`config.mk`:
```
export PLATFORM = sky130hd
export DESIGN_NAME = toggle_detect
export DESIGN_NICKNAME = d
export VERILOG_FILES = /design/src/rtl/toggle_detect.sv
export SDC_FILE = /design/constraint.sdc
export NUM_CORES = 1
export LEC_CHECK = 0
export ABC_AREA = 1
export CAP_MARGIN = 30
export CORE_ASPECT_RATIO = 1.2
export CORE_MARGIN = 5
export CORE_UTILIZATION = 42
export CTS_BUF_LIST = sky130_fd_sc_hd__clkbuf_8
export CTS_CLUSTER_DIAMETER = 40
export DETAILED_ROUTE_END_ITERATION = 7
export PLACE_DENSITY = 0.76
export SYNTH_ARGS = -nofsm -noshare
export SYNTH_HDL_FRONTEND = slang
export SYNTH_SLANG_ARGS = --single-unit
```
`constraint.sdc`:
```
create_clock -name clk -period 1.3 [get_ports clk]
set_clock_uncertainty 0.05 [all_clocks]
set_input_delay 0.26 -clock clk [delete_from_list [all_inputs] [get_ports clk]]
set_output_delay 0.26 -clock clk [all_outputs]
set_load 0.01 [all_outputs]
```
`src/rtl/toggle_detect.sv`:
```
// -----------------------------------------------------------------------------
// toggle_detect
//
// Receive side of a toggle-encoded event link. The incoming level t_in changes
// once per event; this block synchronizes it, detects each accepted change,
// emits a one-cycle pulse, raises a pending flag for a req/ack consumer, flags
// events that arrive while one is still unacknowledged, and keeps a wrapping
// count of detected events.
//
// Optional feature macro: TOGGLE_DEBOUNCE_EN
//   When defined, a change at the synchronizer output must stay stable for
//   DB_CYCLES consecutive cycles before it is accepted; shorter glitches are
//   discarded. When undefined, every change is accepted after synchronization.
//
// Parameters:
//   CNT_W      width of the event counter
//   DB_CYCLES  debounce stability length in cycles (debounce builds only, >= 1)
//
// Ports:
//   clk        system clock, all state updates on the rising edge
//   rst        synchronous active-high reset
//   t_in       asynchronous toggle-encoded event input
//   evt_ack    consumer acknowledge of the pending event
//   cnt_clr    synchronous clear of count and overflow flag
//   tgl_pulse  one-cycle pulse per detected toggle
//   evt_pend   event pending (request to consumer)
//   evt_ovf    sticky: event detected while a previous one was still pending
//   level      accepted (synchronized) level of t_in
//   count      number of detected toggles, modulo 2^CNT_W
// -----------------------------------------------------------------------------
module toggle_detect #(
    parameter int CNT_W     = 8,
    parameter int DB_CYCLES = 4
) (
    input  logic             clk,
    input  logic             rst,
    input  logic             t_in,
    input  logic             evt_ack,
    input  logic             cnt_clr,
    output logic             tgl_pulse,
    output logic             evt_pend,
    output logic             evt_ovf,
    output logic             level,
    output logic [CNT_W-1:0] count
);

    // Two warm-up edges after reset, then RUN until the next reset.
    typedef enum logic [1:0] {
        ST_WARM0 = 2'd0,
        ST_WARM1 = 2'd1,
        ST_RUN   = 2'd2
    } state_t;

    state_t           r_state;
    state_t           w_state_nxt;

    logic             r_s1;
    logic             r_s2;
    logic             r_level;
    logic             r_pulse;
    logic             r_pend;
    logic             r_ovf;
    logic [CNT_W-1:0] r_count;

    logic             w_level_nxt;
    logic             w_pulse_nxt;
    logic             w_pend_nxt;
    logic             w_ovf_nxt;
    logic [CNT_W-1:0] w_count_nxt;

    logic             w_run;
    logic             w_diff;
    logic             w_detect;

`ifdef TOGGLE_DEBOUNCE_EN
    localparam int DB_W = (DB_CYCLES > 1) ? $clog2(DB_CYCLES) : 1;
    localparam logic [DB_W-1:0] DB_LAST = DB_W'(DB_CYCLES - 1);

    logic [DB_W-1:0] r_db_cnt;
    logic [DB_W-1:0] w_db_cnt_nxt;
`endif

    assign w_run  = (r_state == ST_RUN);
    assign w_diff = (r_s2 != r_level);

`ifdef TOGGLE_DEBOUNCE_EN
    // Accept a change only once it has been seen for DB_CYCLES RUN edges.
    assign w_detect = w_run && w_diff && (r_db_cnt == DB_LAST);

    always_comb begin
        w_db_cnt_nxt = '0;
        if (w_run && w_diff && !w_detect) begin
            w_db_cnt_nxt = r_db_cnt + DB_W'(1);
        end
    end
`else
    assign w_detect = w_run && w_diff;
`endif

    // Next-state and next-output logic.
    always_comb begin
        w_state_nxt = r_state;
        w_level_nxt = r_level;
        w_pulse_nxt = 1'b0;
        w_pend_nxt  = r_pend;
        w_ovf_nxt   = r_ovf;
        w_count_nxt = r_count;

        case (r_state)
            ST_WARM0: w_state_nxt = ST_WARM1;
            ST_WARM1: w_state_nxt = ST_RUN;
            ST_RUN:   w_state_nxt = ST_RUN;
            default:  w_state_nxt = ST_WARM0;
        endcase

        // During warm-up level follows the value s2 is being loaded with, so
        // level and s2 agree on RUN entry and a level held across reset
        // produces no event.
        if (!w_run) begin
            w_level_nxt = r_s1;
        end else if (w_detect) begin
            w_level_nxt = r_s2;
        end

        w_pulse_nxt = w_detect;

        // Handshake: a new event always leaves a request pending; it only
        // counts as an overflow if the previous one was neither acked now
        // nor earlier.
        if (w_detect) begin
            if (r_pend && !evt_ack) begin
                w_ovf_nxt = 1'b1;
            end
            w_pend_nxt = 1'b1;
        end else if (evt_ack) begin
            w_pend_nxt = 1'b0;
        end

        // Clear takes priority over the overflow set above; a simultaneous
        // event is still counted.
        if (cnt_clr) begin
            w_ovf_nxt   = 1'b0;
            w_count_nxt = w_detect ? CNT_W'(1) : '0;
        end else if (w_detect) begin
            w_count_nxt = r_count + CNT_W'(1);
        end
    end

    // State register.
    always_ff @(posedge clk) begin
        if (rst) begin
            r_state <= ST_WARM0;
            r_s1    <= 1'b0;
            r_s2    <= 1'b0;
            r_level <= 1'b0;
            r_pulse <= 1'b0;
            r_pend  <= 1'b0;
            r_ovf   <= 1'b0;
            r_count <= '0;
        end else begin
            r_state <= w_state_nxt;
            r_s1    <= t_in;
            r_s2    <= r_s1;
            r_level <= w_level_nxt;
            r_pulse <= w_pulse_nxt;
            r_pend  <= w_pend_nxt;
            r_ovf   <= w_ovf_nxt;
            r_count <= w_count_nxt;
        end
    end

`ifdef TOGGLE_DEBOUNCE_EN
    always_ff @(posedge clk) begin
        if (rst) begin
            r_db_cnt <= '0;
        end else begin
            r_db_cnt <= w_db_cnt_nxt;
        end
    end
`endif

    assign tgl_pulse = r_pulse;
    assign evt_pend  = r_pend;
    assign evt_ovf   = r_ovf;
    assign level     = r_level;
    assign count     = r_count;

endmodule

```
# After elaboration in Yosys (flattened, before gate mapping)
# Cells that the tools add are included.
[classes]
n_mul = 0
n_lt_le_gt_ge = 0
div = 0
n_addsub = 1
bitwise_logic = 0
muxes = 8
reduce_logical = 9
eq_ne = 4
n_shift = 0
[op_table]
columns = ["cell", "count"]
rows = [
  ["two-way mux 8 bit", 2],
  ["adder 8 x 1 -> 8 bit (second input constant)", 1],
  ["two-way mux 1 bit", 5],
  ["case mux 2 bit (2 select lines)", 1],
  ["nonzero test 2 bit", 2],
  ["OR reduction 2 bit", 2],
  ["equality test 2 x 1 -> 1 bit (second input constant)", 1],
  ["equality test 2 bit (second input constant)", 1],
  ["logical AND 1 bit", 2],
  ["zero test 2 bit", 1],
  ["inequality test 2 x 1 -> 1 bit (second input constant)", 1],
  ["AND reduction 2 bit", 1],
  ["zero test 1 bit", 1],
  ["inequality test 1 bit", 1],
]
[totals]
wordCells = 30
in_bits = 5
reg_bits = 16
romBits = 0
n_memories = 0
latchBits = 0
ramBits = 0

# Longest topological paths before layout
# Gate-level depths: netlist (run 1).
[logic_depth]
ltp_word = 4
mapped_depth = 8

# Least setup slack after synthesis (run 1)
# No wires, ideal clock.
[synth_timing]
kind = "register to register"
start = "register r_count[0], in the netlist count[0]"
end = "register r_count[6], in the netlist count[6]"
setup_time_ns = 0.113
n_path_buf = 0
synth_period_minus_slack_ns = 1.207
setup_slack_ns = 0.093
path_stages_with_launch = 7
arrival_time_ns = 1.044
cell_sequence = "dfxtp_1 ha_1 nand2_1 nor2_1 nand3_1 nor2_1 nor2_1"
[synth_between]
elab_chain_cells = 3
[synth_lines]
columns = ["item", "line_no", "text"]
rows = [
  ["from (decl)", "63", "logic [CNT_W-1:0] r_count;"],
  ["from (signal assigned)", "168", "r_count <= w_count_nxt;"],
  ["adder 8 x 1 -> 8 bit", "145", "w_count_nxt = r_count + CNT_W'(1);"],
  ["two-way mux 8 bit", "144", "end else if (w_detect) begin"],
  ["two-way mux 8 bit", "141", "if (cnt_clr) begin"],
]
# No other way between the ends. The select of a mux whose other input is x is not followed.
# A chain may end at the register's enable or synchronous reset.

# Final worst setup path (run 1)
[layout_timing]
start = "register r_state[0]"
end = "register r_count[7], in the netlist count[7]"
[layout_between]
elab_chain_cells = 3
[layout_lines]
columns = ["item", "line_no", "text"]
rows = [
  ["from (decl)", "54", "state_t r_state;"],
  ["from (signal assigned)", "161", "r_state <= w_state_nxt;"],
  ["equality test 2 bit", "83", "assign w_run = (r_state == ST_RUN);"],
  ["logical AND 1 bit", "97", "assign w_detect = w_run && w_diff;"],
  ["nonzero test 2 bit (no line)", "n/a", ""],
]
# No other way between the ends.

==> results_dict.tcl, run 1 <==
set metrics [dict create \
    dp_hpwl_um 1120 \
    worstPathArrival_ns 1.35 \
    area_growth_pct 51.8 \
    viasPerCell 4.81 \
    start_util_pct 43.7 \
    ys_warn_count 0 \
    outcome "finished clean" \
    cp_max_fo 7 \
    syn-num-nets 102 \
    yosys_register_bits 16 \
    period_share_pct 96.6 \
    wl_per_cell_um 10.9 \
    hold_viol 0 \
    synth-seq-area-share_pct 45.2 \
    drive_above_1_share_pct 27.8 \
    slew_violations 0 \
    critPathBufInv 2 \
    num_rows 16 \
    rsz0062_at_grt "true" \
    die_y_um 55.0 \
    overflow 0 \
    dr.pass1.iters 4 \
    powerDensity_nw_per_um2 1050 \
    min_path_type "register to register" \
    critPathMaxStageDelay_ns 0.31 \
    period_minus_slack_ns 1.26 \
    gr-usage-all-layers_pct 13.3 \
    numClockSinks 16 \
    avgSynthCellArea_um2 7.53 \
    crit_family "simple AND/OR/NAND/NOR gates" \
    path_clk_slew_ns 0.06 \
    cp.required_ns 1.39 \
    diodes 0 \
    synth_top_cell_area_share_pct 45.2 \
    final_area_um2 1070 \
    yosysUniqueCellTypes 16 \
    ios 17 \
    fp.dieW_um 47.5 \
    gp_routability_congestion 0.759 \
    grt_max_degree 10 \
    worstSetupPathType "register to register" \
    p_leak_uw 0.000570 \
    drv_cap 0 \
    h-tree-depth 1 \
    postCtsHoldBufs 0 \
    cts_tree "yes" \
    grt_pass1_wl_um 2430 \
    placed_area_um2 957 \
    fmax_mhz 796 \
    netlist_instances 94 \
    clockBufferDepth 2 \
    whs_ns 0.381 \
    syn_area_um2 708 \
    remaining_drc_errors 0 \
    wl_um 1570 \
    vias 692 \
    nets 135 \
    tightestPinTransition_ns 0.323 \
    final_util_pct 66.3 \
    final_antenna_net_count 0 \
    antenna_found_initial 0 \
    ys_top_cells_by_area "dfxtp_1 45%, nor2_1 9.5%, inv_1 9.0%, nand2_1 9.0%, ha_1 5.3%" \
    critPathLaunchType "register" \
    insertion_delay_ns 0.25 \
    grt_pass1_vias 648 \
    slew_headroom_pct 78.4 \
    clockRootBuffer "clkbuf_8" \
    setup_viol 0 \
    yosysTopAreaCell "dfxtp_1" \
    filler_cell_count 138 \
    coreArea_um2 1620 \
    cts_buffers 3 \
    drt_iter0_drc 6 \
    portBuffers 16 \
    path_cells "inv_2, ha_4, nand2_2, nor2_4, buf_6, nand3_1, nand2_1, nor2_1" \
    critPathCaptureType "register" \
    die_area_um2 2610 \
    irDropWorstVdd_mv 0.834 \
    critical-path-slowest-cell "dfxtp_1" \
]
==> kinds of logic after synthesis <==
family | after synthesis | synth area share (%)
AO/OA/AOI/OAI | 12 | 9.72
flip-flops | 16 | 45.2
adder cells (fa/ha/maj) | 3 | 5.30
buffers and inverters | 19 | 11.3
AND/OR/NAND/NOR | 44 | 28.4
==> routing by layer <==
| layer | GRT usage [%] | vias to the layer above | part of all wire, % | routed length, µm |
|---|---|---|---|---|
| li1 | - | 353 | - | - |
| met1 | 12.7 | 317 | 38 | 598 |
| met2 | 25.4 | 17 | 54 | 848 |
| met3 | 2.91 | 5 | 5.7 | 90 |
| met4 | 6.91 | 0 | 2.3 | 36 |
| met5 | 0 | - | 0 | 0 |
==> registers in the layout, summed over array words and instances (netlist names) <==
signal     flops
count          8
r_s2           1
level          1
r_s1           1
evt_pend       1
r_state        2
tgl_pulse      1
evt_ovf        1
==> layout make-up <==
cell class / instances / area [µm²] / area share [%]
Clock buffer: 4 / 55.1 / 5.12
Inverter: 17 / 63.8 / 5.94
Multi-Input combinational cell: 59 / 348 / 32.4
Sequential cell: 16 / 324 / 30.2
Tap cell: 18 / 22.5 / 2.10
Timing Repair Buffer: 30 / 262 / 24.3
==> cells in the mapped netlist, drive strengths merged <==
master and number:
a21oi 8, a31oi 1, buf 2, dfxtp 16, ha 3, inv 17
nand2 17, nand3 5, nand3b 1, nand4 1, nor2 20, o21ai 3
==> through the flow <==
stage / power, µW / cells / TNS (ns) / setup slack (ns)
after floorplan: 605 / 94 / 0 / 0.0932
after global placement: 659 / 137 / -0.0401 / -0.0185
after detailed placement: 665 / 137 / -0.236 / -0.0941
after CTS: 1100 / 142 / 0 / 0.0127
after global routing: 1180 / 144 / -0.139 / -0.0390
final: 1130 / 144 / 0 / 0.0444
==> timing repair <==
action / 4_1_cts / 5_1_grt
setup buffers: 1 / 2
setup endpoints to repair: 18 / 8
pin swaps: 1 / 3
gates resized for setup: 13 / 17
==> layout by cell type (no fill, tap or decap), drive strengths merged <==
master and n:
nand2 17, inv 17, clkbuf 4, dfxtp 16
ha 3, nand3b 1, nor2 20, o21ai 3
dlygate4sd2 12, a31oi 1, nand3 5, a21oi 8
buf 14, clkdlybuf4s50 4, nand4 1
==> worst paths after layout <==
kind / startpoint / endpoint / slack, ns / cells after the start
min: r_s1 / r_s2 / 0.38 / 2
max reg2reg: r_state[0] / count[7] / 0.04 / 8
min reg2reg: r_s1 / r_s2 / 0.38 / 2
max: r_state[0] / count[7] / 0.04 / 8
==> where the power goes <==
part | internal (µW) | switching (µW)
Clock | 269 | 166
Combinational | 84.9 | 82.2
Sequential | 513 | 14.2
==> worst register-to-register path, cell delays in order (launching register included) <==
cell and delay, ns:
dfxtp_1 0.31, inv_2 0.07, ha_4 0.14, nand2_2 0.07
nor2_4 0.20, buf_6 0.14, nand3_1 0.07, nand2_1 0.06
nor2_1 0.04
Note: power is estimated with default switching activity, not from simulation.
==> run 2, diff against run 1 <==
--- a/config.mk
+++ b/config.mk
@@ -7,13 +7,12 @@
 export LEC_CHECK = 0
 export ABC_AREA = 1
 export CAP_MARGIN = 30
-export CORE_ASPECT_RATIO = 1.2
 export CORE_MARGIN = 5
-export CORE_UTILIZATION = 42
+export CORE_UTILIZATION = 49
 export CTS_BUF_LIST = sky130_fd_sc_hd__clkbuf_8
 export CTS_CLUSTER_DIAMETER = 40
 export DETAILED_ROUTE_END_ITERATION = 7
-export PLACE_DENSITY = 0.76
+export PLACE_DENSITY = 0.86
 export SYNTH_ARGS = -nofsm -noshare
 export SYNTH_HDL_FRONTEND = slang
 export SYNTH_SLANG_ARGS = --single-unit
==> results_dict.tcl, run 2 (synthesis gave the netlist of run 1 again) <==
set metrics [dict create \
    cts_tree "yes" \
    placed_cells 131 \
    drt_iter0_drc 19 \
    final_common_cell "nor2_1" \
    irDropWorstVdd_mv 0.906 \
    overflow 0 \
    cp_max_fo 5 \
    multi_input_area_um2 330 \
    post-place-ws_ns -0.0696 \
    largest_reg_flops 8 \
    wl_um 1560 \
    antenna_found_initial 0 \
    tns_ns 0 \
    filler_cell_count 87 \
    slew_headroom_pct 81.8 \
    critPathLaunchType "register" \
    dr.pass1.iters 4 \
    period_minus_slack_ns 1.23 \
    nets 130 \
    worstSetupPathType "register to register" \
    outcome "finished clean" \
    ios 17 \
    slew_violations 0 \
    final_cells 136 \
    tightestPinTransition_ns 0.272 \
    drive_above_1_share_pct 19.8 \
    path_clk_slew_ns 0.06 \
    insertion_delay_ns 0.25 \
    period_share_pct 94.5 \
    h-tree-depth 1 \
    numClockSinks 16 \
    powerDensity_nw_per_um2 1100 \
    die_area_um2 2310 \
    wl_per_cell_um 11.5 \
    final_antenna_net_count 0 \
    clockBufferDepth 2 \
    cp.required_ns 1.40 \
    dp_hpwl_um 1120 \
    grt_pass1_vias 632 \
    p_leak_uw 0.000542 \
    viasPerCell 4.93 \
    portBuffers 16 \
    clockRootBuffer "clkbuf_8" \
    fp.dieW_um 48.0 \
    area_growth_pct 42.0 \
    start_util_pct 53.1 \
    grt_pass1_wl_um 2620 \
    setup_viol 0 \
    worstPathArrival_ns 1.33 \
    remaining_drc_errors 0 \
    layout_common_cells "17 x nor2_1, 16 x inv_1, 16 x nand2_1" \
    num_rows 13 \
    min_path_type "register to register" \
    diodes 0 \
    critPathCaptureType "register" \
    vias 670 \
    gr-usage-all-layers_pct 17.1 \
    fmax_mhz 814 \
    coreArea_um2 1330 \
    cts_buffers 3 \
    drv_cap 0 \
    die_y_um 48.0 \
    grt_max_degree 10 \
    regArea_um2 322 \
    gp_routability_congestion 0.727 \
    postCtsHoldBufs 0 \
    setup_ws_ns 0.0720 \
    hold_viol 0 \
]
## run 2: cell types whose count changed in the layout (fill, tap and decap cells not counted)
cell and delta:
a21oi_2 -1, nand3_2 -2, o21ai_2 -1, o21ai_1 -1, o21ai_0 +2, nand3_1 +2, buf_6 -2, buf_4 -3
dfxtp_1 +2, a21oi_1 +1, dfxtp_2 -2
## run 2: final timing paths
check	from	to	slack [ns]	depth (start not counted)
min reg2reg	r_s1	r_s2	0.41	2
max reg2reg	r_state[0]	count[3]	0.07	8
max	r_state[0]	count[3]	0.07	8
min	r_s1	r_s2	0.41	2
## run 2: stage by stage
step	utilization, %	total power [µW]	area [µm²]	hold slack, ns
2_1_floorplan	-	605	708	0.317
3_3_place_gp	69.8	650	931	0.370
3_5_place_dp	69.8	656	931	0.376
4_1_cts	73.5	1100	980	0.412
5_1_grt	75.4	1160	1010	0.461
6_report	75.4	1110	1010	0.409
## run 2: metal layers
layer  track usage (%)  vias to the layer above  wire [µm]
li1                  -                      341          -
met1              20.7                      302        689
met2              26.1                       22        727
met3              6.02                        5        108
met4              9.68                        0         37
met5                 0                        -          0
## run 2: power breakdown
part / switching (µW) / leakage (µW) / internal (µW)
combinational: 71.5 / 0.000383 / 65.2
clock: 172 / 0.0000288 / 269
sequential: 14.9 / 0.000130 / 513
## run 2: what timing repair did
action	4_1_cts	5_1_grt
pin swaps	0	3
buffers inserted	0	0
gates resized for setup	14	7
setup endpoints to repair	13	8
gates cloned	0	1
## run 2: final cells by class
type / count / share of cell area, %
Clock buffer: 4 / 5.47
Inverter: 17 / 6.34
Timing Repair Buffer: 25 / 21.5
Tap cell: 15 / 1.87
Multi-Input combinational cell: 59 / 32.8
Sequential cell: 16 / 32.0
## run 2: worst max-delay path, cell delays in order, from the launching register on
cell and delay [ns]:
dfxtp_1 0.30, inv_2 0.07, ha_4 0.14, nand2_2 0.06, nor2_4 0.17, buf_6 0.14, nand2_1 0.06, nand2_1 0.09
a21oi_2 0.05
